### src/rtl/emulador_hcsr04_if.sv
// emulador_hcsr04_if: trigger/echo link between the sensor interface (master) and the emulator (slave)
interface emulador_hcsr04_if;
  logic        trigger;
  logic [11:0] distancia;
  logic        echo;
  logic        ocupado;
  logic        pronto;
  logic [3:0]  db_estado;
  modport master (output trigger, distancia, input echo, ocupado, pronto, db_estado);
  modport slave (input trigger, distancia, output echo, ocupado, pronto, db_estado);
endinterface

### src/rtl/emulador_hcsr04.sv
// emulador_hcsr04: HC-SR04 responder; measures trigger, waits the burst delay, emits an echo sized by distancia
module emulador_hcsr04 #(
  parameter int R           = 2941,
  parameter int LARGURA_MIN = 500,
  parameter int ATRASO      = 10000,
  parameter int ECHO_MAX    = 1900000,
  parameter int INTERVALO   = 500
) (
  input logic clock,
  input logic reset,
  emulador_hcsr04_if.slave s
);
  localparam int WMAX = (400 * R > ECHO_MAX) ? 400 * R : ECHO_MAX;
  localparam int TMAX = (ATRASO > INTERVALO) ? ((ATRASO > LARGURA_MIN) ? ATRASO : LARGURA_MIN)
                                             : ((INTERVALO > LARGURA_MIN) ? INTERVALO : LARGURA_MIN);
  localparam int CW = $clog2(((WMAX > TMAX) ? WMAX : TMAX) + 1);
  localparam logic [3:0] INICIAL      = 4'd0;
  localparam logic [3:0] ESPERA       = 4'd1;
  localparam logic [3:0] MEDE_TRIGGER = 4'd2;
  localparam logic [3:0] ATRASO_ST    = 4'd3;
  localparam logic [3:0] ECHO_ALTO    = 4'd4;
  localparam logic [3:0] FIM          = 4'd5;
  localparam logic [3:0] HOLDOFF      = 4'd6;
  logic          trig_m, trig_s;
  logic [3:0]    estado;
  logic [CW-1:0] cnt, largura, largura_calc;
  logic          echo, ocupado, pronto;
  logic [3:0]    cen, dez, uni;
  logic [10:0]   d_bin;
  logic          valido;
  assign cen = s.distancia[11:8];
  assign dez = s.distancia[7:4];
  assign uni = s.distancia[3:0];
  assign d_bin = 11'(cen) * 11'd100 + 11'(dez) * 11'd10 + 11'(uni);
  assign valido = cen <= 4'd9 && dez <= 4'd9 && uni <= 4'd9 && d_bin != 11'd0 && d_bin <= 11'd400;
  assign largura_calc = valido ? CW'(32'(d_bin) * R) : CW'(ECHO_MAX);
  always_ff @(posedge clock or negedge reset)
    if (!reset) {trig_m, trig_s} <= 2'b00;
    else {trig_m, trig_s} <= {s.trigger, trig_m};
  // cnt is shared: trigger width, burst delay, echo width and holdoff never overlap
  always_ff @(posedge clock or negedge reset)
    if (!reset) begin
      estado  <= INICIAL;
      cnt     <= '0;
      largura <= '0;
      echo    <= 1'b0;
      ocupado <= 1'b0;
      pronto  <= 1'b0;
    end else begin
      case (estado)
        INICIAL: estado <= ESPERA;
        ESPERA: if (trig_s) begin
          estado <= MEDE_TRIGGER;
          cnt    <= CW'(1);
        end
        MEDE_TRIGGER:
          if (trig_s) cnt <= (cnt >= CW'(LARGURA_MIN)) ? cnt : cnt + 1'b1;
          else if (cnt >= CW'(LARGURA_MIN)) begin
            estado  <= ATRASO_ST;
            cnt     <= '0;
            largura <= largura_calc;
            ocupado <= 1'b1;
          end else estado <= ESPERA;
        ATRASO_ST:
          if (cnt == CW'(ATRASO - 1)) begin
            estado <= ECHO_ALTO;
            cnt    <= '0;
            echo   <= 1'b1;
          end else cnt <= cnt + 1'b1;
        ECHO_ALTO:
          if (cnt == largura - 1'b1) begin
            estado <= FIM;
            cnt    <= '0;
            echo   <= 1'b0;
            pronto <= 1'b1;
          end else cnt <= cnt + 1'b1;
        FIM: begin
          estado <= HOLDOFF;
          pronto <= 1'b0;
        end
        HOLDOFF:
          if (cnt == CW'(INTERVALO - 1)) begin
            estado  <= ESPERA;
            cnt     <= '0;
            ocupado <= 1'b0;
          end else cnt <= cnt + 1'b1;
        default: estado <= INICIAL;
      endcase
    end
  assign s.echo      = echo;
  assign s.ocupado   = ocupado;
  assign s.pronto    = pronto;
  assign s.db_estado = estado;
endmodule

### src/flat_wrapper.sv
// flat-port wrapper written by rule: the top's interface ports become plain ports
module emulador_hcsr04_flat 
#(
  parameter int R           = 2941,
  parameter int LARGURA_MIN = 500,
  parameter int ATRASO      = 10000,
  parameter int ECHO_MAX    = 1900000,
  parameter int INTERVALO   = 500
)
  (clock, reset, s_trigger, s_distancia, s_echo, s_ocupado, s_pronto, s_db_estado);
  emulador_hcsr04_if s_i ();
  input logic clock;
  input logic reset;
  input wire logic [$bits(s_i.trigger)-1:0] s_trigger;
  input wire logic [$bits(s_i.distancia)-1:0] s_distancia;
  output wire logic [$bits(s_i.echo)-1:0] s_echo;
  output wire logic [$bits(s_i.ocupado)-1:0] s_ocupado;
  output wire logic [$bits(s_i.pronto)-1:0] s_pronto;
  output wire logic [$bits(s_i.db_estado)-1:0] s_db_estado;
  assign s_i.trigger = s_trigger;
  assign s_i.distancia = s_distancia;
  assign s_echo = s_i.echo;
  assign s_ocupado = s_i.ocupado;
  assign s_pronto = s_i.pronto;
  assign s_db_estado = s_i.db_estado;
  emulador_hcsr04 #(.R(R), .LARGURA_MIN(LARGURA_MIN), .ATRASO(ATRASO), .ECHO_MAX(ECHO_MAX), .INTERVALO(INTERVALO)) u_core (.clock(clock), .reset(reset), .s(s_i));
endmodule
### config.mk
export PLATFORM = sky130hd
export DESIGN_NAME = emulador_hcsr04_flat
export DESIGN_NICKNAME = d
export VERILOG_FILES = /design/src/rtl/emulador_hcsr04_if.sv /design/src/rtl/emulador_hcsr04.sv /design/src/flat_wrapper.sv
export SDC_FILE = /design/constraint.sdc
export NUM_CORES = 1
export LEC_CHECK = 0
export CELL_PAD_IN_SITES_DETAIL_PLACEMENT = 0
export CELL_PAD_IN_SITES_GLOBAL_PLACEMENT = 2
export CORE_ASPECT_RATIO = 0.75
export CORE_MARGIN = 4
export CORE_UTILIZATION = 44
export CTS_BUF_LIST = sky130_fd_sc_hd__clkbuf_16
export CTS_CLUSTER_SIZE = 24
export DETAILED_ROUTE_END_ITERATION = 16
export PLACE_DENSITY = 0.95
export SETUP_SLACK_MARGIN = 0.02
export SLEW_MARGIN = 20
export SYNTH_ARGS = -nofsm -noshare
export SYNTH_HDL_FRONTEND = slang
export SYNTH_SLANG_ARGS = --single-unit
### constraint.sdc
create_clock -name clock -period 4.55 [get_ports clock]
set_input_delay 0.91 -clock clock [delete_from_list [all_inputs] [get_ports clock]]
set_output_delay 0.91 -clock clock [all_outputs]
set_load 0.05 [all_outputs]
==> results of run 1 <==
kinds of logic after synthesis:
kind of cell               count (synthesis)  share of synthesized area, %
DFF                                       50                         18.53
and+or+nand+nor                          186                         15.10
other                                      1                       0.05552
xor gates and xnor gates                  72                         9.337
adders and majority gates                156                         34.57
muxes                                      1                        0.1482
buffers and inverters                    151                         8.596
AOI/OAI and AO/OA                        139                         13.67
Yosys cell counts (all sizes together) (3+ instances only):
cell type  count
o21a           6
o31ai          5
nor3          13
nand2b         5
nand3b         8
a21o          12
ha           105
o311ai         3
a211o          3
nand3         19
nor4          13
fa            51
o21ai         36
nand2         31
clkbuf        15
o22a          11
xor2          30
dfrtp         50
and3           6
nor2b          9
a21oi         26
or2            3
or3            9
nand4          8
inv          132
a31oi          9
xnor2         42
a211oi         4
nor2          50
o22ai          3
o21bai         6
o211ai         3
buf            4
nand4b         3
cell type report:
| class | instances | share of cell area, % |
|---|---|---|
| Inverter | 132 | 5.474 |
| Timing Repair Buffer | 159 | 14.13 |
| Sequential cell | 50 | 13.55 |
| Clock buffer | 5 | 1.355 |
| Tap cell | 200 | 2.710 |
| Multi-Input combinational cell | 555 | 62.65 |
| Clock inverter | 3 | 0.1355 |
layer usage:
metal	wire length [um]	part of all wire (%)	global-route usage, %
met1	9341	52	33.18
met2	7884	44	33.09
met3	636	3.5	2.955
met4	103	0.57	2.778
met5	0	0	0
sequential cells by signal, indices dropped and copies added, names as in the netlist:
signal / flops
u_core.cnt: 21
u_core.s.db_estado: 3
u_core.trig_s: 1
u_core.trig_m: 1
u_core.s.ocupado: 1
u_core.s.pronto: 1
u_core.largura: 21
u_core.s.echo: 1
cell usage in the layout (no fill, tap or decap), drive strengths merged, types with 19 or more instances in the layout:
cell type,count
xor2,30
nor2,50
fa,51
xnor2,42
nand3,19
o21ai,36
buf,146
a21oi,26
nand2,31
dfrtp,50
ha,105
inv,133
metrics by stage:
stage / setup slack, ns / hold WS (ns)
floorplan: -2.658 / 0.3312
global placement: -3.258 / 0.3338
detailed placement: -3.409 / 0.3381
CTS: -2.653 / 0.3539
global route: -2.805 / 0.3671
finish: -2.634 / 0.3534
how the worst min path moves through the flow:
stage,slack (ns),start,cells past startpoint,to
after floorplan,0.33,u_core.trig_m,0,u_core.trig_s
after global placement,0.33,u_core.trig_m,0,u_core.trig_s
after detailed placement,0.34,u_core.trig_m,0,u_core.trig_s
after CTS,0.35,u_core.trig_m,0,u_core.trig_s
after global routing,0.37,u_core.trig_m,0,u_core.trig_s
final,0.35,u_core.trig_m,0,u_core.trig_s
repair_timing:
action / 4_1_cts / 5_1_grt
buffers inserted: 21 / 11
pin swaps: 86 / 66
endpoints found under the setup margin: 21 / 21
resized for setup: 133 / 41
critical path: cells and delay by family:
kind            cells  cell delay (ns)
xor+xnor            2             0.32
simple gates        3             0.27
compound gates      7             1.09
buf+inv             9             0.69
fa+ha+maj          11             4.07
==> impl_results.html, run 1 <==
<table>
<tr><th>Metric</th><th>Value</th></tr>
<tr><th colspan="2">Synthesis</th></tr>
<tr><td>Cell count after synthesis</td><td>between 700 and 800</td></tr>
<tr><td>Post-synthesis instance area</td><td>~0.0068 mm2</td></tr>
<tr><td>Cell variety after synth</td><td>59</td></tr>
<tr><td>YS warnings</td><td>0</td></tr>
<tr><td>Average footprint of a synthesized cell</td><td>roughly 8.9 um2</td></tr>
<tr><td>Post-synthesis net count</td><td>927</td></tr>
<tr><td>Most instantiated flip-flop cell in the synthesis netlist</td><td>sky130_fd_sc_hd__dfrtp_1</td></tr>
<tr><td>Yosys top cell by area</td><td>sky130_fd_sc_hd__ha_1</td></tr>
<tr><td>Number of enable flip-flop cells after synthesis</td><td>0</td></tr>
<tr><td>Area share of the largest cell type after synthesis</td><td>19.45%</td></tr>
<tr><td>Post-synthesis register bit count</td><td>50</td></tr>
<tr><td>Top cells by area in the synthesized netlist</td><td>sky130_fd_sc_hd__ha_1 (19%), sky130_fd_sc_hd__dfrtp_1 (19%), sky130_fd_sc_hd__fa_1 (15%)</td></tr>
<tr><td>Async set or reset register ratio after synthesis</td><td>between 90% and 100%</td></tr>
<tr><td>Fraction of the yosys area taken by sequential cells</td><td>between 10% and 20%</td></tr>
<tr><th colspan="2">Drt</th></tr>
<tr><td>Number of detailed-route iterations in the first pass</td><td>5</td></tr>
<tr><td>Via count of the routed design</td><td>slightly below 6000</td></tr>
<tr><td>Count of unresolved DRC violations after routing</td><td>0</td></tr>
<tr><td>Post-DR wirelength/cell</td><td>approximately 16 um</td></tr>
<tr><td>Starting DRT DRC Count</td><td>between 300 and 400</td></tr>
<tr><td>Routed wire length</td><td>around 18000 um</td></tr>
<tr><td>Antenna Violating Nets Remaining</td><td>0</td></tr>
<tr><td>Average via count per standard cell</td><td>around 5.3</td></tr>
<tr><th colspan="2">Status</th></tr>
<tr><td>Violated checks</td><td>setup timing</td></tr>
<tr><td>Outcome</td><td>finished with violations</td></tr>
<tr><th colspan="2">Placement</th></tr>
<tr><td>Number of cells after detailed placement</td><td>between 1000 and 1500</td></tr>
<tr><td>Area after detailed placement</td><td>between 0.008 and 0.009 mm2</td></tr>
<tr><td>Count of input and output buffers</td><td>20</td></tr>
<tr><td>Post-detail-place hpwl</td><td>around 14000 um</td></tr>
<tr><td>GPL Wtd Cong</td><td>0.9414</td></tr>
<tr><th colspan="2">Floorplanning</th></tr>
<tr><td>Width of the die</td><td>between 150 and 200 um</td></tr>
<tr><td>Chip height</td><td>approximately 120 um</td></tr>
<tr><td>Area of the core region</td><td>approximately 0.015 mm2</td></tr>
<tr><td>Die area</td><td>between 0.015 and 0.02 mm2</td></tr>
<tr><td>Starting density of the core</td><td>a little under half</td></tr>
<tr><td>Top-level I/O count</td><td>22</td></tr>
<tr><td>Cell row count</td><td>38</td></tr>
<tr><th colspan="2">CTS</th></tr>
<tr><td>Number of clock sinks</td><td>50</td></tr>
<tr><td>Num CTS Buffers</td><td>5</td></tr>
<tr><td>Number of hold buffers added after cts</td><td>0</td></tr>
<tr><td>CTS tree</td><td>done</td></tr>
<tr><td>Clock buffer depth</td><td>2</td></tr>
<tr><td>Root cell of the clock tree</td><td>sky130_fd_sc_hd__clkbuf_16</td></tr>
<tr><td>Clk slew on worst S/H paths</td><td>~0.070 ns</td></tr>
<tr><td>Source-to-sink clock delay at the later pin of the worst-skew pair</td><td>between 0.2 and 0.3 ns</td></tr>
<tr><td>CTS HTree Levels</td><td>2</td></tr>
<tr><th colspan="2">Timing</th></tr>
<tr><td>Total Neg Setup Slack</td><td>-30.88 ns</td></tr>
<tr><td>Final count of pins violating max slew</td><td>0</td></tr>
<tr><td>Highest clock rate</td><td>approximately 140 MHz</td></tr>
<tr><td>Final period util</td><td>157.9%</td></tr>
<tr><td>Clk_skew</td><td>0.005727 ns</td></tr>
<tr><td>Slew headroom</td><td>a little over two fifths</td></tr>
<tr><td>Final worst slack</td><td>-2.634 ns</td></tr>
<tr><td>Min cycle time layout</td><td>between 7 and 8 ns</td></tr>
<tr><td>Final setup viols</td><td>16</td></tr>
<tr><td>Unrepaired setup endpoints after global routing</td><td>yes</td></tr>
<tr><td>Hold Fails Final Rpt</td><td>0</td></tr>
<tr><td>Slew @ Worst Pin</td><td>a little under 0.9 ns</td></tr>
<tr><th colspan="2">Worst setup path</th></tr>
<tr><td>Slowest-stage cell, CP</td><td>sky130_fd_sc_hd__fa_1</td></tr>
<tr><td>Category of the most critical setup path</td><td>primary input to flop</td></tr>
<tr><td>Setup crit start kind</td><td>primary input</td></tr>
<tr><td>Count of cells along the worst register-to-register path</td><td>12</td></tr>
<tr><td>Delay of the slowest critical-path stage</td><td>between 0.5 and 0.6 ns</td></tr>
<tr><td>Crit-path max FO</td><td>3</td></tr>
<tr><td>Required time of the worst setup path</td><td>~4.7 ns</td></tr>
<tr><td>Data arrival time of the worst path</td><td>approximately 7.4 ns</td></tr>
<tr><td>Critical Path Sink Type</td><td>flop</td></tr>
<tr><td>Terminus of the critical flop-to-flop path</td><td>u_core.cnt[3]</td></tr>
<tr><td>R2R setup slack</td><td>just under 0.9 ns</td></tr>
<tr><td>Worst setup path end</td><td>u_core.largura[17]</td></tr>
<tr><td>Most frequent CP cell</td><td>sky130_fd_sc_hd__ha_4</td></tr>
<tr><td>Source of the worst register-to-register timing path</td><td>u_core.largura[0]</td></tr>
<tr><td>Launch point of the critical path</td><td>s_distancia[5]</td></tr>
<tr><th colspan="2">Layout</th></tr>
<tr><td>Cell area after layout</td><td>slightly above 0.009 mm2</td></tr>
<tr><td>Count of fill cells added during filler insertion</td><td>1179</td></tr>
<tr><td>Net total in the final layout</td><td>between 1000 and 1500</td></tr>
<tr><td>Antenna diode instance count</td><td>0</td></tr>
<tr><td>Layout cell share with drive strength beyond 1</td><td>between 30% and 40%</td></tr>
<tr><td>Final core utilization</td><td>between 60% and 70%</td></tr>
<tr><td>Post-route non-filler standard cell count</td><td>roughly 1100</td></tr>
<tr><td>Flip-flop and latch area</td><td>about 0.0013 mm2</td></tr>
<tr><td>Area occupied by multi-input gates</td><td>approximately 0.0058 mm2</td></tr>
<tr><td>Relative area change from synthesis to final layout</td><td>36.74%</td></tr>
<tr><th colspan="2">Global route</th></tr>
<tr><td>Initial antenna violation count</td><td>0</td></tr>
<tr><td>Wire length of the first global-routing pass</td><td>~30000 um</td></tr>
<tr><td>Overall global routing resource usage</td><td>a little over a fifth</td></tr>
<tr><td>Leftover overflow at the end of global routing</td><td>0</td></tr>
<tr><td>Largest net degree at the start of global routing</td><td>between 50 and 60</td></tr>
<tr><td>Via count of the first global-routing pass</td><td>6143</td></tr>
<tr><th colspan="2">Flow run</th></tr>
<tr><td>Max-cap violations</td><td>0</td></tr>
<tr><th colspan="2">Min path</th></tr>
<tr><td>Hold Crit Class</td><td>flop to flop</td></tr>
</table>
Power of run 1 is left out: the tool's default activity adds up to more than one toggle a clock period on the data nets, which glitch-free logic cannot reach.
==> run 2: changes to the inputs <==
clock period = 8.5 ns   (was 4.55 ns; I/O delays follow)
==> run 2 against run 1 <==
  * The run now ends clean
  * First-iteration DRC count shrank 24%
  * Critical path depth unchanged
  * Via count decreased by 3.9%
  * Core utilization decreased by 6.7 points
  * Global-route usage fell by 0.97 points
  * Clock skew grew 0.0014 ns
  * Flip-flop and latch count stayed put
  * Non-clock buffer count is 52 lower
  * Critical endpoint is now u_core.largura[19]
==> impl_results.html, run 2 (synthesized netlist as in run 1, its figures left out) <==
<table>
<tr><th>Metric</th><th>Value</th></tr>
<tr><th colspan="2">Timing</th></tr>
<tr><td>Clk_skew</td><td>0.007123 ns (was 0.005727 ns)</td></tr>
<tr><td>Final worst slack</td><td>0.2925 ns (was -2.634 ns)</td></tr>
<tr><td>Unrepaired setup endpoints after global routing</td><td>no (was yes)</td></tr>
<tr><td>Final setup viols</td><td>0 (was 16)</td></tr>
<tr><td>Hold Fails Final Rpt</td><td>0 (unchanged)</td></tr>
<tr><td>Slew @ Worst Pin</td><td>0.9101 ns (was 0.8673 ns)</td></tr>
<tr><td>Highest clock rate</td><td>around 120 MHz</td></tr>
<tr><td>Min cycle time layout</td><td>around 8 ns</td></tr>
<tr><td>Final count of pins violating max slew</td><td>0 (unchanged)</td></tr>
<tr><td>Final period util</td><td>between 90% and 100%</td></tr>
<tr><td>Slew headroom</td><td>38.87% (was 41.74%)</td></tr>
<tr><td>Worst-case hold slack</td><td>0.3637 ns (was 0.3534 ns)</td></tr>
<tr><td>Total Neg Setup Slack</td><td>0 ns (was -30.88 ns)</td></tr>
<tr><th colspan="2">Drt</th></tr>
<tr><td>Starting DRT DRC Count</td><td>284 (was 376)</td></tr>
<tr><td>Routed wire length</td><td>16750 um (was 17970 um)</td></tr>
<tr><td>Average via count per standard cell</td><td>5.343 (was 5.297)</td></tr>
<tr><td>Number of detailed-route iterations in the first pass</td><td>4 (was 5)</td></tr>
<tr><td>Count of unresolved DRC violations after routing</td><td>0 (unchanged)</td></tr>
<tr><td>Antenna Violating Nets Remaining</td><td>0 (unchanged)</td></tr>
<tr><td>Post-DR wirelength/cell</td><td>15.92 um (was 16.27 um)</td></tr>
<tr><td>Via count of the routed design</td><td>5621 (was 5848)</td></tr>
<tr><th colspan="2">Floorplanning</th></tr>
<tr><td>Starting density of the core</td><td>45.82% (unchanged)</td></tr>
<tr><td>Top-level I/O count</td><td>22 (unchanged)</td></tr>
<tr><td>Width of the die</td><td>151.1 um (unchanged)</td></tr>
<tr><td>Cell row count</td><td>38 (unchanged)</td></tr>
<tr><td>Area of the core region</td><td>0.01474 mm2 (unchanged)</td></tr>
<tr><td>Die area</td><td>0.01742 mm2 (unchanged)</td></tr>
<tr><td>Chip height</td><td>115.3 um (unchanged)</td></tr>
<tr><th colspan="2">Global route</th></tr>
<tr><td>Wire length of the first global-routing pass</td><td>28800 um (was 30150 um)</td></tr>
<tr><td>Initial antenna violation count</td><td>0 (unchanged)</td></tr>
<tr><td>Leftover overflow at the end of global routing</td><td>0 (unchanged)</td></tr>
<tr><td>Largest net degree at the start of global routing</td><td>51 (unchanged)</td></tr>
<tr><td>Via count of the first global-routing pass</td><td>5869 (was 6143)</td></tr>
<tr><td>Overall global routing resource usage</td><td>20.55% (was 21.52%)</td></tr>
<tr><th colspan="2">Layout</th></tr>
<tr><td>Most frequent cells in the layout</td><td>sky130_fd_sc_hd__inv_1 (118), sky130_fd_sc_hd__ha_1 (85), sky130_fd_sc_hd__buf_4 (84) (was sky130_fd_sc_hd__buf_4 (117), sky130_fd_sc_hd__inv_1 (101), sky130_fd_sc_hd__ha_1 (66))</td></tr>
<tr><td>Count of fill cells added during filler insertion</td><td>1289 (was 1179)</td></tr>
<tr><td>Relative area change from synthesis to final layout</td><td>22.08% (was 36.74%)</td></tr>
<tr><td>Most common library cell in the layout ignoring fill and taps</td><td>sky130_fd_sc_hd__inv_1 (was sky130_fd_sc_hd__buf_4)</td></tr>
<tr><td>Antenna diode instance count</td><td>0 (unchanged)</td></tr>
<tr><td>Post-route non-filler standard cell count</td><td>1052 (was 1104)</td></tr>
<tr><td>Layout cell share with drive strength beyond 1</td><td>19.84% (was 31.97%)</td></tr>
<tr><td>Net total in the final layout</td><td>1022 (was 1074)</td></tr>
<tr><th colspan="2">CTS</th></tr>
<tr><td>Clock buffer depth</td><td>2 (unchanged)</td></tr>
<tr><td>Root cell of the clock tree</td><td>sky130_fd_sc_hd__clkbuf_16 (unchanged)</td></tr>
<tr><td>CTS HTree Levels</td><td>2 (unchanged)</td></tr>
<tr><td>Num CTS Buffers</td><td>5 (unchanged)</td></tr>
<tr><td>Number of hold buffers added after cts</td><td>0 (unchanged)</td></tr>
<tr><td>Number of clock sinks</td><td>50 (unchanged)</td></tr>
<tr><td>Clk slew on worst S/H paths</td><td>0.07 ns (about the same)</td></tr>
<tr><td>CTS tree</td><td>done (unchanged)</td></tr>
<tr><td>Source-to-sink clock delay at the later pin of the worst-skew pair</td><td>0.30 ns (was 0.29 ns)</td></tr>
<tr><th colspan="2">Worst setup path</th></tr>
<tr><td>Data arrival time of the worst path</td><td>8.39 ns (was 7.36 ns)</td></tr>
<tr><td>Crit-path max FO</td><td>4 (was 3)</td></tr>
<tr><td>Required time of the worst setup path</td><td>8.68 ns (was 4.72 ns)</td></tr>
<tr><td>Count of cells along the worst register-to-register path</td><td>11 (was 12)</td></tr>
<tr><td>Launch point of the critical path</td><td>s_distancia[8] (was s_distancia[5])</td></tr>
<tr><td>Worst setup path end</td><td>u_core.largura[19] (was u_core.largura[17])</td></tr>
<tr><td>Source of the worst register-to-register timing path</td><td>u_core.largura[0] (unchanged)</td></tr>
<tr><td>Slowest-stage cell, CP</td><td>sky130_fd_sc_hd__fa_1 (unchanged)</td></tr>
<tr><td>Terminus of the critical flop-to-flop path</td><td>u_core.cnt[7] (was u_core.cnt[3])</td></tr>
<tr><td>Delay of the slowest critical-path stage</td><td>0.53 ns (was 0.54 ns)</td></tr>
<tr><td>Critical Path Sink Type</td><td>flop (unchanged)</td></tr>
<tr><td>R2R setup slack</td><td>4.63 ns (was 0.89 ns)</td></tr>
<tr><td>Category of the most critical setup path</td><td>primary input to flop (unchanged)</td></tr>
<tr><td>Setup crit start kind</td><td>primary input (unchanged)</td></tr>
<tr><th colspan="2">Placement</th></tr>
<tr><td>Count of input and output buffers</td><td>20 (unchanged)</td></tr>
<tr><td>GPL Wtd Cong</td><td>0.8991 (was 0.9414)</td></tr>
<tr><td>Worst slack after detailed placement</td><td>-0.6375 ns (was -3.409 ns)</td></tr>
<tr><td>Post-detail-place hpwl</td><td>13460 um (was 14010 um)</td></tr>
<tr><td>Number of cells after detailed placement</td><td>1033 (was 1072)</td></tr>
<tr><th colspan="2">Flow run</th></tr>
<tr><td>Max-cap violations</td><td>0 (unchanged)</td></tr>
<tr><th colspan="2">Min path</th></tr>
<tr><td>Number of cells on the worst hold path</td><td>0 (unchanged)</td></tr>
<tr><td>Hold Crit Class</td><td>flop to flop (unchanged)</td></tr>
<tr><th colspan="2">Status</th></tr>
<tr><td>Outcome</td><td>complete, no violations (was finished with violations)</td></tr>
</table>
## run 2: cell types whose count changed in the layout (fill, tap and decap cells not counted), sizes merged
cell / delta
clkbuf: +1
buf: -58
clkdlybuf4s50: +2
dlymetal6s2s: +3
## run 2: final cells by class
cell class	count	area, um2	share of cell area, %
clock inverters	3	17.52	0.2124
well taps	200	250.2	3.035
inverters	132	500.5	6.070
multi-input cells	555	5248	63.64
flip-flops and latches	50	1251	15.17
clock buffers	5	125.1	1.517
repair buffers	107	853.3	10.35
## run 2: per-layer routing
metal / vias to the layer above / global-route usage (%) / share of wire, %
met5: - / 0 / 0
met1: 2761 / 30.06 / 50
met4: 0 / 2.536 / 0.53
met3: 10 / 4.255 / 5.2
li1: 2739 / - / -
met2: 111 / 32.46 / 44
## run 2: how the worst min path moves through the flow
stage	from	endpoint
floorplan	u_core.trig_m	u_core.trig_s
global placement	u_core.trig_m	u_core.trig_s
detailed placement	u_core.trig_m	u_core.trig_s
CTS	u_core.trig_m	u_core.trig_s
global route	u_core.trig_m	u_core.trig_s
finish	u_core.trig_m	u_core.trig_s
## run 2: critical path: cells and delay by family
| family | cells | cell delay [ns] |
|---|---|---|
| adder cells (fa/ha/maj) | 11 | 3.81 |
| buffers and inverters | 8 | 0.95 |
| AND/OR/NAND/NOR | 6 | 0.80 |
| AO/OA/AOI/OAI | 4 | 0.71 |
| XOR/XNOR | 2 | 0.35 |
| multiplexers | 1 | 0.07 |
## run 2: metrics by stage
stage	instance area, um2	util [%]
final	8245	55.94
after global routing	8245	55.94
after CTS	8077	54.80
after detailed placement	7722	52.39
after global placement	7722	52.39
after floorplan	6778	-
## run 2: repair_timing
action | 4_1_cts | 5_1_grt
gates cloned | 0 | 0
buffers inserted | 8 | 3
setup endpoints to repair | 8 | 9
gates resized for setup | 34 | 46
pin swaps | 23 | 42
hold endpoints to repair | 0 | 0
Power of run 2 is left out for the same reason.
